==> src/rtl/vga_pixel_out.sv <==
// vga_pixel_out: final display stage.
// Generates VGA raster timing, publishes the current pixel coordinate to the
// drawing units, and expands the RGB332 pixel from the object multiplexer into
// 8-bit-per-channel DAC values. Sync and blank are delayed by PIPE_DELAY+1
// clocks so that they line up with the multiplexer's pipelined colour.
module vga_pixel_out #(
    parameter int H_ACTIVE   = 640,
    parameter int H_FP       = 16,
    parameter int H_SYNC     = 96,
    parameter int H_BP       = 48,
    parameter int V_ACTIVE   = 480,
    parameter int V_FP       = 10,
    parameter int V_SYNC     = 2,
    parameter int V_BP       = 33,
    parameter int PIPE_DELAY = 2
) (
    input  logic        clk,
    input  logic        resetN,
    input  logic [7:0]  RGBIn,
    output logic [10:0] pixelX,
    output logic [10:0] pixelY,
    output logic        startOfFrame,
    output logic [7:0]  red,
    output logic [7:0]  green,
    output logic [7:0]  blue,
    output logic        hSync,
    output logic        vSync,
    output logic        blankN
);

    localparam int H_TOTAL = H_ACTIVE + H_FP + H_SYNC + H_BP;
    localparam int V_TOTAL = V_ACTIVE + V_FP + V_SYNC + V_BP;

    localparam logic [10:0] L_H_MAX      = 11'(H_TOTAL - 1);
    localparam logic [10:0] L_V_MAX      = 11'(V_TOTAL - 1);
    localparam logic [10:0] L_H_ACT      = 11'(H_ACTIVE);
    localparam logic [10:0] L_V_ACT      = 11'(V_ACTIVE);
    localparam logic [10:0] L_HS_START   = 11'(H_ACTIVE + H_FP);
    localparam logic [10:0] L_HS_END     = 11'(H_ACTIVE + H_FP + H_SYNC - 1);
    localparam logic [10:0] L_VS_START   = 11'(V_ACTIVE + V_FP);
    localparam logic [10:0] L_VS_END     = 11'(V_ACTIVE + V_FP + V_SYNC - 1);

    // Expand a 3-bit channel to 8 bits by bit replication.
    function automatic logic [7:0] expand3(input logic [2:0] c);
        return {c, c, c[2:1]};
    endfunction

    // Expand a 2-bit channel to 8 bits by bit replication.
    function automatic logic [7:0] expand2(input logic [1:0] c);
        return {c, c, c, c};
    endfunction

    logic [10:0] r_h_count;
    logic [10:0] r_v_count;
    logic [10:0] w_h_next;
    logic [10:0] w_v_next;

    logic w_raw_active;
    logic w_raw_hsync;
    logic w_raw_vsync;

    // Delay lines; the chain vectors prepend the raw flag so index k of the
    // chain is the flag delayed by k clocks, which also works for PIPE_DELAY=0.
    logic [PIPE_DELAY:0]   r_act_pipe;
    logic [PIPE_DELAY:0]   r_hs_pipe;
    logic [PIPE_DELAY:0]   r_vs_pipe;
    logic [PIPE_DELAY+1:0] w_act_chain;
    logic [PIPE_DELAY+1:0] w_hs_chain;
    logic [PIPE_DELAY+1:0] w_vs_chain;

    logic [7:0] r_red;
    logic [7:0] r_green;
    logic [7:0] r_blue;
    logic       r_sof;

    assign w_act_chain = {r_act_pipe, w_raw_active};
    assign w_hs_chain  = {r_hs_pipe, w_raw_hsync};
    assign w_vs_chain  = {r_vs_pipe, w_raw_vsync};

    // Next raster position: horizontal wrap advances the line, and the
    // vertical count wraps only when both counters sit at their maximum.
    always_comb begin
        w_h_next = r_h_count;
        w_v_next = r_v_count;
        if (r_h_count == L_H_MAX) begin
            w_h_next = 11'd0;
            if (r_v_count == L_V_MAX) begin
                w_v_next = 11'd0;
            end else begin
                w_v_next = r_v_count + 11'd1;
            end
        end else begin
            w_h_next = r_h_count + 11'd1;
            w_v_next = r_v_count;
        end
    end

    // Raw (undelayed) visible-area and sync flags for the current coordinate.
    always_comb begin
        w_raw_active = 1'b0;
        w_raw_hsync  = 1'b1;
        w_raw_vsync  = 1'b1;
        if ((r_h_count < L_H_ACT) && (r_v_count < L_V_ACT)) begin
            w_raw_active = 1'b1;
        end else begin
            w_raw_active = 1'b0;
        end
        if ((r_h_count >= L_HS_START) && (r_h_count <= L_HS_END)) begin
            w_raw_hsync = 1'b0;
        end else begin
            w_raw_hsync = 1'b1;
        end
        if ((r_v_count >= L_VS_START) && (r_v_count <= L_VS_END)) begin
            w_raw_vsync = 1'b0;
        end else begin
            w_raw_vsync = 1'b1;
        end
    end

    // Raster counters; restart from (0,0) after reset with no frame recovery.
    always_ff @(posedge clk or negedge resetN) begin
        if (!resetN) begin
            r_h_count <= 11'd0;
            r_v_count <= 11'd0;
        end else begin
            r_h_count <= w_h_next;
            r_v_count <= w_v_next;
        end
    end

    // Sync/blank delay lines, cleared to "inactive, syncs deasserted".
    always_ff @(posedge clk or negedge resetN) begin
        if (!resetN) begin
            r_act_pipe <= {(PIPE_DELAY+1){1'b0}};
            r_hs_pipe  <= {(PIPE_DELAY+1){1'b1}};
            r_vs_pipe  <= {(PIPE_DELAY+1){1'b1}};
        end else begin
            r_act_pipe <= w_act_chain[PIPE_DELAY:0];
            r_hs_pipe  <= w_hs_chain[PIPE_DELAY:0];
            r_vs_pipe  <= w_vs_chain[PIPE_DELAY:0];
        end
    end

    // Colour register: expand RGB332, blanked by the active flag of the pixel
    // whose colour is arriving now (the stage just ahead of blankN).
    always_ff @(posedge clk or negedge resetN) begin
        if (!resetN) begin
            r_red   <= 8'd0;
            r_green <= 8'd0;
            r_blue  <= 8'd0;
        end else if (w_act_chain[PIPE_DELAY]) begin
            r_red   <= expand3(RGBIn[7:5]);
            r_green <= expand3(RGBIn[4:2]);
            r_blue  <= expand2(RGBIn[1:0]);
        end else begin
            r_red   <= 8'd0;
            r_green <= 8'd0;
            r_blue  <= 8'd0;
        end
    end

    // Start-of-frame pulse, decoded from the next position so it coincides
    // with pixelX=0, pixelY=V_ACTIVE.
    always_ff @(posedge clk or negedge resetN) begin
        if (!resetN) begin
            r_sof <= 1'b0;
        end else begin
            r_sof <= (w_h_next == 11'd0) && (w_v_next == L_V_ACT);
        end
    end

    assign pixelX       = r_h_count;
    assign pixelY       = r_v_count;
    assign startOfFrame = r_sof;
    assign red          = r_red;
    assign green        = r_green;
    assign blue         = r_blue;
    assign hSync        = w_hs_chain[PIPE_DELAY+1];
    assign vSync        = w_vs_chain[PIPE_DELAY+1];
    assign blankN       = w_act_chain[PIPE_DELAY+1];

endmodule
==> config.mk <==
export PLATFORM = sky130hd
export DESIGN_NAME = vga_pixel_out
export DESIGN_NICKNAME = d
export VERILOG_FILES = /design/src/rtl/vga_pixel_out.sv
export SDC_FILE = /design/constraint.sdc
export NUM_CORES = 1
export LEC_CHECK = 0
export BUFFER_PORTS_ARGS = -buffer_cell sky130_fd_sc_hd__clkbuf_2
export CORE_UTILIZATION = 41
export CTS_CLUSTER_SIZE = 16
export DETAILED_ROUTE_END_ITERATION = 16
export PLACE_DENSITY_LB_ADDON = 0.3
export SYNTH_ARGS = -nofsm -noshare
export SYNTH_HDL_FRONTEND = slang
export SYNTH_SLANG_ARGS = --single-unit
==> constraint.sdc <==
create_clock -name clk -period 2.5 [get_ports clk]
set_clock_uncertainty 0.1 [all_clocks]
set_input_delay 0.125 -clock clk [delete_from_list [all_inputs] [get_ports clk]]
set_output_delay 0.125 -clock clk [all_outputs]
set_load 0.05 [all_outputs]
==> metrics.txt <==
peak supply drop=roughly 270 µV; reg2reg setup slack=roughly 0.18 ns; status=completed; Crit. End Element=flop; fin util=a little over half; clk sinks=40; worst reg2reg endpoint=startOfFrame; crit path launch type=flop; Yosys reg bits=40; number of global-route vias before repair=between 1,500 and 2,000; min-delay src=r_act_pipe[0]; H-tree depth=2; DRC Markers=0; Avg WL per Cell=roughly 13 µm; largest net degree at the start of global routing=41; reg2reg path depth=8; Synth Area per Inst=10.4 µm²; GRT Total Usage=17.8%; syn nets=212; DRT Wirelength=between 4 and 5 mm; area of the core=approximately 4800 µm²; remaining antenna violation count=0; via/cell ratio=5.16; Fmax achieved=roughly 430 MHz; CTS tree=yes; Lkg Pwr=0.00117 µW; DIE WIDTH=around 73 µm; synthesized area=2060 µm²; hpwl dp=about 3.1 mm; worst r2r src=pixelX[0]; RSZ-0062 raised after global routing=false; final setup fails=0; First-pass DRT Iterations=4; FILL cells=approximately 460; final hold violation count=0; P&R area growth vs syn=22.0%; total number of vias=around 1,700; WHS Path Cells=0; critical path arrival=~2.5 ns; worst-margin pin slew=0.997 ns; most frequent cells in the layout=clkbuf_2 (59), dfrtp_1 (34), nand2_1 (13), nor2_1 (13); CP Class=flop to flop; die extent in y=roughly 73 µm; Async SR Flop Fraction=between 90% and 100%; GP Congestion=between 0.8 and 0.9; critical path required time=between 2 and 3 ns; max_slew headroom=about a third; clock slew at reported path FFs=roughly 0.080 ns; ANT cells=0; Site Rows=25; Seq/Total Area, Yosys=between 40% and 50%; Post-synth EDFFs=0; PortBufs=59; clock tree root driver cell=clkbuf_8; most common cell after layout, fill and taps aside=clkbuf_2; Crit Path Max Fanout=7; Tmin final=roughly 2.3 ns; hold crit path type=flop to flop; Syn Inst Count=~200; fraction of layout cells with a size suffix above 1=between 30% and 40%; Max clock buf depth=2; Final period util=around 93%; nets@finish=between 200 and 300; initial DRC count=66; Fin Hold WS=0.253 ns; Max Slew Vio Count=0; Die ar.=about 5300 µm²; top_reg_cell synth=dfrtp_1; first-pass GRT wire length=around 7 mm; Setup TNS Final=0 ns; Design Power=roughly 1200 µW; number of synthesis warnings=0; total gr overflow=0; CTS buffer count=5; Post-CTS Setup Inserts=0; Resize count post-CTS=0; Worst Hold End=r_act_pipe[1]; number of max-cap violations=0; io pins=60; Starting Density=between 40 and 50%; Worst-Skew Late Latency=roughly 0.3 ns; initial antenna violation count=0; Pwr Density=~480 nW/µm²; post-synth cell types=43
metal layers:
layer / track usage (%) / part of all wire [%]
met1: 22.7 / 46
met2: 30.3 / 47
met3: 4.28 / 5.8
met4: 4.79 / 0.98
met5: 0 / 0
where the power goes:
group / internal [µW] / total (µW) / leakage (µW) / switching, µW
registers: 654 / 658 / 0.000490 / 4.38
logic: 29.9 / 126 / 0.000629 / 96.3
clock network: 194 / 425 / 0.0000479 / 231
worst max-delay path, cell delays in order (launching register included):
cell and delay [ns]:
dfrtp_1 0.43, ha_1 0.27, and3_1 0.22, and4_1 0.21, buf_4 0.16, or2b_4 0.24
a21oi_1 0.05, nor4b_1 0.32, and4b_1 0.25
cells by family after synthesis:
logic type	synth area share, %
XOR/XNOR	6.38
buffers and inverters	9.35
AND/OR/NAND/NOR	23.8
adder cells (fa/ha/maj)	1.82
flip-flops	48.9
multiplexers	0.486
AO/OA/AOI/OAI	9.23
sequential cells by signal (all words and copies together) (netlist names):
register,cells
blue,2
r_vs_pipe,3
red,3
green,3
pixelX,11
r_hs_pipe,3
startOfFrame,1
pixelY,11
r_act_pipe,3
cell usage after synthesis, types with 4 or more instances:
| cell | n | share of area (%) |
|---|---|---|
| nand3_1 | 7 | 1.7 |
| xnor2_1 | 9 | 3.8 |
| inv_1 | 4 | 0.73 |
| dfrtp_1 | 34 | 41 |
| nor3_1 | 6 | 1.5 |
| nand2_1 | 13 | 2.4 |
| dfstp_2 | 6 | 7.7 |
| xor2_1 | 6 | 2.6 |
| clkbuf_1 | 5 | 0.91 |
| o21ai_0 | 10 | 2.4 |
| nor2_1 | 13 | 2.4 |
| o31ai_1 | 4 | 1.5 |
| nand4_1 | 4 | 1.2 |
| buf_2 | 4 | 0.97 |
| and2_1 | 10 | 3.0 |
| a21oi_1 | 9 | 2.2 |
| buf_4 | 17 | 6.2 |
stage by stage:
stage / std cells / cell area [µm²] / worst slack, ns
after CTS: 325 / 2510 / 0.183
after detailed placement: 308 / 2340 / 0.209
after floorplan: 199 / 2060 / 0.121
after global routing: 325 / 2510 / 0.00684
after global placement: 308 / 2340 / 0.291
final: 325 / 2510 / 0.179
worst max-delay path by stage:
| stage | end | depth (start not counted) | slack [ns] | startpoint |
|---|---|---|---|---|
| global placement | startOfFrame | 8 | 0.29 | pixelX[0] |
| detailed placement | startOfFrame | 8 | 0.21 | pixelX[0] |
| floorplan | startOfFrame | 8 | 0.12 | pixelX[0] |
| CTS | startOfFrame | 8 | 0.18 | pixelX[0] |
| finish | startOfFrame | 8 | 0.18 | pixelX[0] |
| global route | startOfFrame | 8 | 0.007 | pixelX[0] |
repair_timing:
action                                  4_1_cts  5_1_grt
hold buffers                                  9        0
endpoints found under the hold margin        42        0
endpoints found under the setup margin        0        0
cell type report:
type / instances / area [µm²] / share of cell area, %
Multi-Input combinational cell: 128 / 860 / 34.2
Inverter: 4 / 15.0 / 0.597
Sequential cell: 40 / 1010 / 40.1
Tap cell: 67 / 83.8 / 3.33
Timing Repair Buffer: 78 / 460 / 18.3
Clock inverter: 3 / 18.8 / 0.746
Clock buffer: 5 / 68.8 / 2.74
Note: power is estimated with default switching activity, not from simulation.
